[src/rtl/if_fetch_stage_pkg.sv]
// Shared types and constants for the instruction-fetch stage.
// Bus layouts here must match the ID-stage decode of if_to_id_bus / br_bus.
package if_fetch_stage_pkg;

  localparam logic [31:0] DEFAULT_RESET_PC = 32'hBFC0_0000;
  localparam int          IF_TO_ID_WD      = 33;
  localparam int          BR_WD            = 33;
  localparam int          STALL_WD         = 6;

  localparam int   STALL_IF = 0;
  localparam int   STALL_ID = 1;
  localparam logic STOP     = 1'b1;
  localparam logic NO_STOP  = 1'b0;

  typedef struct packed {
    logic        br_e;
    logic [31:0] br_addr;
  } br_bus_t;

  typedef struct packed {
    logic        ce;
    logic [31:0] pc;
  } if_to_id_t;

  // Sequential fetch; wraps silently at 2^32.
  function automatic logic [31:0] pc_seq(input logic [31:0] pc);
    return pc + 32'd4;
  endfunction

endpackage

[src/rtl/if_fetch_stage_hold_buf.sv]
// Instruction hold buffer: freezes the word seen on the first ID-stall cycle
// so ID keeps a stable instruction paired with its PC until the stall drops.
module fetch_hold_buf #(
  parameter int W = 32
) (
  input  logic         clk,
  input  logic         resetn,
  input  logic         hold_req,
  input  logic [W-1:0] rdata_in,
  output logic [W-1:0] inst_out,
  output logic         hold_v
);

  logic         hold_v_q,    hold_v_d;
  logic [W-1:0] hold_inst_q, hold_inst_d;

  always_comb begin
    hold_v_d    = hold_v_q;
    hold_inst_d = hold_inst_q;
    if (!hold_req) begin
      hold_v_d = 1'b0;
    end else if (!hold_v_q) begin
      // Capture only once per stall run; later SRAM data belongs to newer PCs.
      hold_v_d    = 1'b1;
      hold_inst_d = rdata_in;
    end
  end

  always_ff @(posedge clk or negedge resetn) begin
    if (!resetn) begin
      hold_v_q    <= 1'b0;
      hold_inst_q <= '0;
    end else begin
      hold_v_q    <= hold_v_d;
      hold_inst_q <= hold_inst_d;
    end
  end

  assign inst_out = hold_v_q ? hold_inst_q : rdata_in;
  assign hold_v   = hold_v_q;

endmodule

[src/rtl/if_fetch_stage.sv]
// Instruction-fetch stage: PC register, next-PC select, redirect held across
// IF stalls, instruction SRAM request and the ID-facing instruction hold buffer.
module if_fetch_stage
  import if_fetch_stage_pkg::*;
#(
  parameter logic [31:0] RESET_PC = DEFAULT_RESET_PC
) (
  input  logic                   clk,
  input  logic                   resetn,
  input  logic [STALL_WD-1:0]    stall,
  input  logic [BR_WD-1:0]       br_bus,
  output logic [IF_TO_ID_WD-1:0] if_to_id_bus,
  output logic                   inst_sram_en,
  output logic [3:0]             inst_sram_wen,
  output logic [31:0]            inst_sram_addr,
  output logic [31:0]            inst_sram_wdata,
  input  logic [31:0]            inst_sram_rdata,
  output logic [31:0]            id_inst,
  output logic                   id_inst_valid
);

  br_bus_t   br;
  if_to_id_t to_id;

  logic [31:0] pc_q,        pc_d;
  logic        ce_q,        ce_d;
  logic        pend_v_q,    pend_v_d;
  logic [31:0] pend_addr_q, pend_addr_d;
  logic [31:0] next_pc;
  logic        if_stop;

  // Only the IF and ID stall bits matter here; the rest belong to later stages.
  logic unused_stall;
  assign unused_stall = ^stall[STALL_WD-1:2];

  assign br      = br_bus;
  assign if_stop = (stall[STALL_IF] == STOP);

  always_comb begin
    if (br.br_e)       next_pc = br.br_addr;
    else if (pend_v_q) next_pc = pend_addr_q;
    else               next_pc = pc_seq(pc_q);
  end

  always_comb begin
    pc_d        = pc_q;
    ce_d        = ce_q;
    pend_v_d    = pend_v_q;
    pend_addr_d = pend_addr_q;
    if (!if_stop) begin
      pc_d     = next_pc;
      ce_d     = 1'b1;
      pend_v_d = 1'b0;
    end else if (br.br_e) begin
      // br_e is a one-cycle pulse from ID; park it until IF can move.
      pend_v_d    = 1'b1;
      pend_addr_d = br.br_addr;
    end
  end

  always_ff @(posedge clk or negedge resetn) begin
    if (!resetn) begin
      pc_q        <= RESET_PC - 32'd4;
      ce_q        <= 1'b0;
      pend_v_q    <= 1'b0;
      pend_addr_q <= '0;
    end else begin
      pc_q        <= pc_d;
      ce_q        <= ce_d;
      pend_v_q    <= pend_v_d;
      pend_addr_q <= pend_addr_d;
    end
  end

  assign to_id.ce     = ce_q;
  assign to_id.pc     = pc_q;
  assign if_to_id_bus = to_id;

  assign inst_sram_en    = ce_q;
  assign inst_sram_wen   = 4'b0000;
  assign inst_sram_addr  = pc_q;
  assign inst_sram_wdata = 32'b0;

  fetch_hold_buf #(.W(32)) u_hold (
    .clk      (clk),
    .resetn   (resetn),
    .hold_req (stall[STALL_ID] == STOP),
    .rdata_in (inst_sram_rdata),
    .inst_out (id_inst),
    .hold_v   (id_inst_valid)
  );

endmodule

[config.mk]
export PLATFORM = sky130hd
export DESIGN_NAME = if_fetch_stage
export DESIGN_NICKNAME = d
export VERILOG_FILES = /design/src/rtl/if_fetch_stage_pkg.sv /design/src/rtl/if_fetch_stage_hold_buf.sv /design/src/rtl/if_fetch_stage.sv
export SDC_FILE = /design/constraint.sdc
export NUM_CORES = 1
export LEC_CHECK = 0
export ABC_AREA = 1
export BUFFER_PORTS_ARGS = -buffer_cell sky130_fd_sc_hd__buf_2
export CAP_MARGIN = 20
export CORE_UTILIZATION = 55
export CTS_CLUSTER_SIZE = 30
export DETAILED_ROUTE_END_ITERATION = 8
export HOLD_SLACK_MARGIN = 0.05
export PLACE_DENSITY_LB_ADDON = 0.3
export SYNTH_ARGS = -nofsm -noshare
export SYNTH_HDL_FRONTEND = slang
export SYNTH_SLANG_ARGS = --single-unit
[constraint.sdc]
create_clock -name clk -period 3.92 [get_ports clk]
set_input_delay 0.392 -clock clk [delete_from_list [all_inputs] [get_ports clk]]
set_output_delay 0.392 -clock clk [all_outputs]
set_load 0.01 [all_outputs]
==> flow_summary.ini, run 1 <==
[timing]
maxSlewViolCount = 0
tns_ns = 0
hold_violations = 0
setup_viol = 0
fin_worst_skew_ns = 0.0112
period_share = 0.592
setup_slack_ns = 1.60
rsz0062_at_grt = no
maxSlewHeadroom = 0.336
max_freq_mhz = 431
worstMarginPinSlew_ns = 0.995
fin_crit_ns = 2.32

[critical_path]
startpoint_type = flip-flop
critPathRequiredTime_ns = 3.53
arrival_ns = 1.93
crit_type = flip-flop to output port
crit_fanout = 65
r2r-start = pend_v_q
startpoint = u_hold.hold_v
end_kind = output port

[synth]
ys_seq_area_frac = 0.425
syn_area_um2 = 5910
syn_area_per_cell_um2 = 7.86
synth_edf_count = 0
ys_ff_latch = 99
synth_common_cells = nand2_1 (143), nor2_1 (81), dfrtp_1 (71), inv_1 (71), buf_4 (70)
yosysMostFrequentCell = nand2_1
synth.area.top_cells = dfrtp_1 (30%), dfstp_2 (12%), nand2_1 (9.1%), buf_4 (8.9%), nor2_1 (5.1%)
synth_cell_type_count = 37
synth_top_area_frac = 0.301
synth-warning-count = 0
synth_flop_cell = dfrtp_1
synth_cells = 752
synthArstFlopShare = 1.00
synth.largest_area_cell = dfrtp_1

[floorplan]
start_util = 0.570
die_w_um = 106
die-area_um2 = 11200
core_um2 = 10400
ioPinCount = 208
die_h_um = 106
rows = 37

[cells_and_area]
synthToLayoutAreaGrowth_pct = 11.6
fin_nets = 937
fillCellCount = 931
finalInstanceArea_um2 = 6600
antennaDiodeCount = 0
drive_gt1_frac = 0.291

[routing]
wl_per_cell_um = 13.1
viasPerCell = 5.16
post-route-drc-count = 0
vias = 5181
drt_wl_total_um = 13200
drtIter0Drc = 316
antenna_left = 0
dr.pass1.iters = 5

[pwr]
ir_worst_vdd_uv = 196
p_int_mw = 1.72
switchingPower_mw = 0.854
power.leakage_nw = 3.31
seqPwrFrac = 0.508
p_per_area_nw_per_um2 = 390
swShare = 0.332
power_mw = 2.57
p_comb_frac = 0.238
p_clk_frac = 0.253

[global_routing]
antenna_found_initial = 0
grt_pass1_wl_um = 21600
grtUsageMet2 = 0.385
grtUsageTotal = 0.243
grtUsageMet3 = 0.0581
grt_max_degree = 74
grt_busiest_layer = met2
grt_use_met1 = 0.322
grt_overflow = 0
first_global_vias = 4570

[clock_network]
cts_sinks = 99
clkSlewWorstSetupHoldPaths_ns = 0.09
insertion_delay_ns = 0.36
cts_tree = yes
cts_buffers = 9
postCtsHoldBufs = 0
root_buffer = clkbuf_8
htreeDepth = 3
post_cts_resized = 0
clk_path_buf_depth = 2
cts_setup_buffers = 0

[placement]
place.gp.congestion = 0.886
numPortBuffers = 167
post-dp-hpwl_um = 9600
dp_slack_ns = 1.80
place_area_um2 = 6400

[hold_path]
hp-class = primary input to asynchronous set/reset pin

[flow_run]
cap_violations = 0

[run_status]
status = complete, no violations
layout by cell type (no fill, tap or decap), types with 12 or more instances in the layout:
cell type / synthesis / final
a21oi_1: 54 / 54
a221oi_1: 17 / 17
buf_2: 14 / 166
conb_1: 1 / 36
dfrtp_1: 71 / 70
dfstp_2: 28 / 28
inv_1: 71 / 71
mux2_1: 12 / 12
nand2_1: 143 / 143
nand3_1: 38 / 38
nor2_1: 81 / 81
o21ai_0: 54 / 54
worst paths after layout:
| check | slack (ns) | endpoint | cells past startpoint |
|---|---|---|---|
| min in group clk | 0.25 | pend_addr_q[23] | 2 |
| max in group asynchronous | 2.87 | u_hold.hold_v | 2 |
| min reg2reg | 0.48 | pend_addr_q[1] | 2 |
| max | 1.60 | id_inst[0] | 3 |
| min | 0.15 | inst_sram_en | 1 |
| max reg2reg | 2.07 | inst_sram_addr[5] | 5 |
per-stage QoR:
stage | std cells | util | hold slack, ns
floorplan | 787 | - | 0.0964
finish | 1004 | 0.636 | 0.147
CTS | 1004 | 0.636 | 0.181
detailed placement | 988 | 0.617 | 0.465
global placement | 988 | 0.617 | 0.455
global route | 1004 | 0.636 | 0.216
worst max-delay path, cell delays in order (launching register included):
cell and delay, ns:
dfrtp_2 1.03, nor2_1 0.12, a21oi_1 0.23, buf_2 0.17
power by group through the flow:
| stage | logic, mW | registers [mW] | clock network, mW |
|---|---|---|---|
| after floorplan | 0.461 | 1.31 | 0 |
| after global placement | 0.601 | 1.32 | 0 |
| after detailed placement | 0.614 | 1.33 | 0 |
| after CTS | 0.618 | 1.31 | 0.666 |
| after global routing | 0.691 | 1.33 | 0.705 |
| final | 0.614 | 1.31 | 0.652 |
routing by layer:
metal | share of wire | wire (um)
met2 | 0.47 | 6250
met1 | 0.44 | 5740
met4 | 0.016 | 215
met3 | 0.074 | 980
met5 | 0 | 0
registers in the layout, summed over array words and instances (netlist names):
register / cells
pend_addr_q: 32
inst_sram_en: 1
u_hold.hold_inst_q: 32
inst_sram_addr: 32
pend_v_q: 1
u_hold.hold_v: 1
final cells by class:
| type | count | area (um2) | share of cell area |
|---|---|---|---|
| clock buffers | 10 | 128 | 0.0193 |
| clock inverters | 6 | 67.6 | 0.0102 |
| inverters | 78 | 293 | 0.0444 |
| multi-input cells | 505 | 2560 | 0.389 |
| flip-flops and latches | 99 | 2510 | 0.381 |
| well taps | 136 | 170 | 0.0258 |
| repair buffers | 170 | 861 | 0.131 |
cell families after synthesis:
kind of cell / synth area share
buffers and inverters: 0.164
xor gates and xnor gates: 0.00445
muxes: 0.0324
other: 0.000634
DFF: 0.425
adders and majority gates: 0.00212
AOI/OAI and AO/OA: 0.145
and+or+nand+nor: 0.227
Note: power is estimated with default switching activity, not from simulation.
==> inputs of run 2 (changes only) <==
--- a/config.mk
+++ b/config.mk
@@ -8,7 +8,7 @@
 export ABC_AREA = 1
 export BUFFER_PORTS_ARGS = -buffer_cell sky130_fd_sc_hd__buf_2
 export CAP_MARGIN = 20
-export CORE_UTILIZATION = 55
+export CORE_UTILIZATION = 46
 export CTS_CLUSTER_SIZE = 30
 export DETAILED_ROUTE_END_ITERATION = 8
 export HOLD_SLACK_MARGIN = 0.05
==> constraint.sdc (replaced) <==
create_clock -name clk -period 2 [get_ports clk]
set_input_delay 0.2 -clock clk [delete_from_list [all_inputs] [get_ports clk]]
set_output_delay 0.2 -clock clk [all_outputs]
set_load 0.01 [all_outputs]
==> flow_summary.ini, run 2 (synthesis results as in run 1) <==
[run_status]
status = complete, no violations

[global_routing]
grt_overflow = 0
antenna_found_initial = 0
grt_max_degree = 36
first_global_vias = 4587
grtUsageTotal = 0.223
grt_pass1_wl_um = 22900

[floorplan]
core_um2 = 12600
die-area_um2 = 13300
die_w_um = 115
rows = 41
die_h_um = 115
start_util = 0.470
ioPinCount = 208

[critical_path]
end_kind = output port
crit_fanout = 30
arrival_ns = 1.63
crit_type = flip-flop to output port
critPathRequiredTime_ns = 1.80
slowest_delay_ns = 0.51
startpoint_type = flip-flop
critPathSlowestCell = dfrtp_2
cp_cell_sequence = buf_4 > nor2_1 > a21oi_1 > buf_2

[placement]
place.gp.congestion = 0.820
dp_slack_ns = 0.309
numPortBuffers = 167
post-dp-hpwl_um = 10100
dp_cells = 1035

[cells_and_area]
fin_nets = 949
synthToLayoutAreaGrowth_pct = 16.4
final_cells = 1052
antennaDiodeCount = 0
final_cell_mix = buf_2 (166), nand2_1 (143), nor2_1 (81), inv_1 (71), dfrtp_1 (70)
drive_gt1_frac = 0.301
layout_commonest_cell = buf_2

[pwr]
p_comb_frac = 0.220
p_int_mw = 3.91
power.leakage_nw = 3.46
ir_worst_vdd_uv = 463
switchingPower_mw = 1.75
swShare = 0.309
p_per_area_nw_per_um2 = 823
seqPwrFrac = 0.450
p_clk_frac = 0.330

[clock_network]
clkSlewWorstSetupHoldPaths_ns = 0.07
postCtsHoldBufs = 1
cts_buffers = 9
root_buffer = clkbuf_16
cts_tree = yes
insertion_delay_ns = 0.35
clk_path_buf_depth = 2
cts_setup_buffers = 0
cts_sinks = 99
post_cts_resized = 0
htreeDepth = 3

[routing]
wl_per_cell_um = 13.2
post-route-drc-count = 0
viasPerCell = 4.84
antenna_left = 0
vias = 5096
drtIter0Drc = 357
dr.pass1.iters = 5
drt_wl_total_um = 13900

[timing]
rsz0062_at_grt = no
hold_violations = 0
maxSlewViolCount = 0
tns_ns = 0
fin_crit_ns = 1.83
max_freq_mhz = 548
period_share = 0.913
fin_worst_skew_ns = 0.00712
setup_slack_ns = 0.174
maxSlewHeadroom = 0.601
worstMarginPinSlew_ns = 0.597
setup_viol = 0
finalHoldWorstSlack_ns = 0.0729

[hold_path]
hp-class = primary input to flip-flop

[flow_run]
cap_violations = 0
## run 2: routing by layer
metal | up-vias | routed length (um) | GRT usage
li1 | 2582 | - | -
met1 | 2334 | 6420 | 0.305
met2 | 169 | 6350 | 0.353
met3 | 11 | 967 | 0.0506
met4 | 0 | 153 | 0.0649
met5 | - | 0 | 0
## run 2: power groups by stage
stage	logic (mW)	registers, mW	clock network (mW)
global route	1.42	2.60	2.01
global placement	1.23	2.57	0
CTS	1.25	2.55	1.91
floorplan	0.903	2.57	0
finish	1.24	2.55	1.87
detailed placement	1.25	2.59	0
## run 2: path summary, 6_finish.rpt
| kind | slack, ns | depth (start not counted) | to | startpoint |
|---|---|---|---|---|
| worst max-delay path | 0.17 | 4 | id_inst[20] | u_hold.hold_v |
| max in group asynchronous | 1.00 | 3 | inst_sram_addr[2] | resetn |
| worst max register to register | 0.31 | 9 | inst_sram_addr[26] | inst_sram_addr[2] |
| worst min register to register | 0.48 | 2 | pend_addr_q[1] | pend_addr_q[1] |
| worst min-delay path | 0.07 | 2 | pend_addr_q[23] | br_bus[23] |
| min in group asynchronous | 0.32 | 2 | inst_sram_en | resetn |
## run 2: per-stage QoR
stage          total power [mW]  utilization  area (um2)
2_1_floorplan              3.47            -        6040
3_3_place_gp               3.81        0.521        6550
3_5_place_dp               3.83        0.521        6550
4_1_cts                    5.72        0.548        6880
5_1_grt                    6.03        0.548        6880
6_report                   5.66        0.548        6880
## run 2: layout make-up
class / instances / area, um2
clock buffers: 9 / 225
flip-flops and latches: 99 / 2510
clock inverters: 7 / 92.6
multi-input cells: 505 / 2560
well taps: 172 / 215
fillers: 1240 / 5690
repair buffers: 182 / 978
inverters: 78 / 293
## run 2: worst max-delay path: cells and delay by family, from the launching register on
kind                   cells  cell delay (ns)
buffers and inverters      2             0.50
flip-flops                 1             0.51
AND/OR/NAND/NOR            1             0.09
AO/OA/AOI/OAI              1             0.17
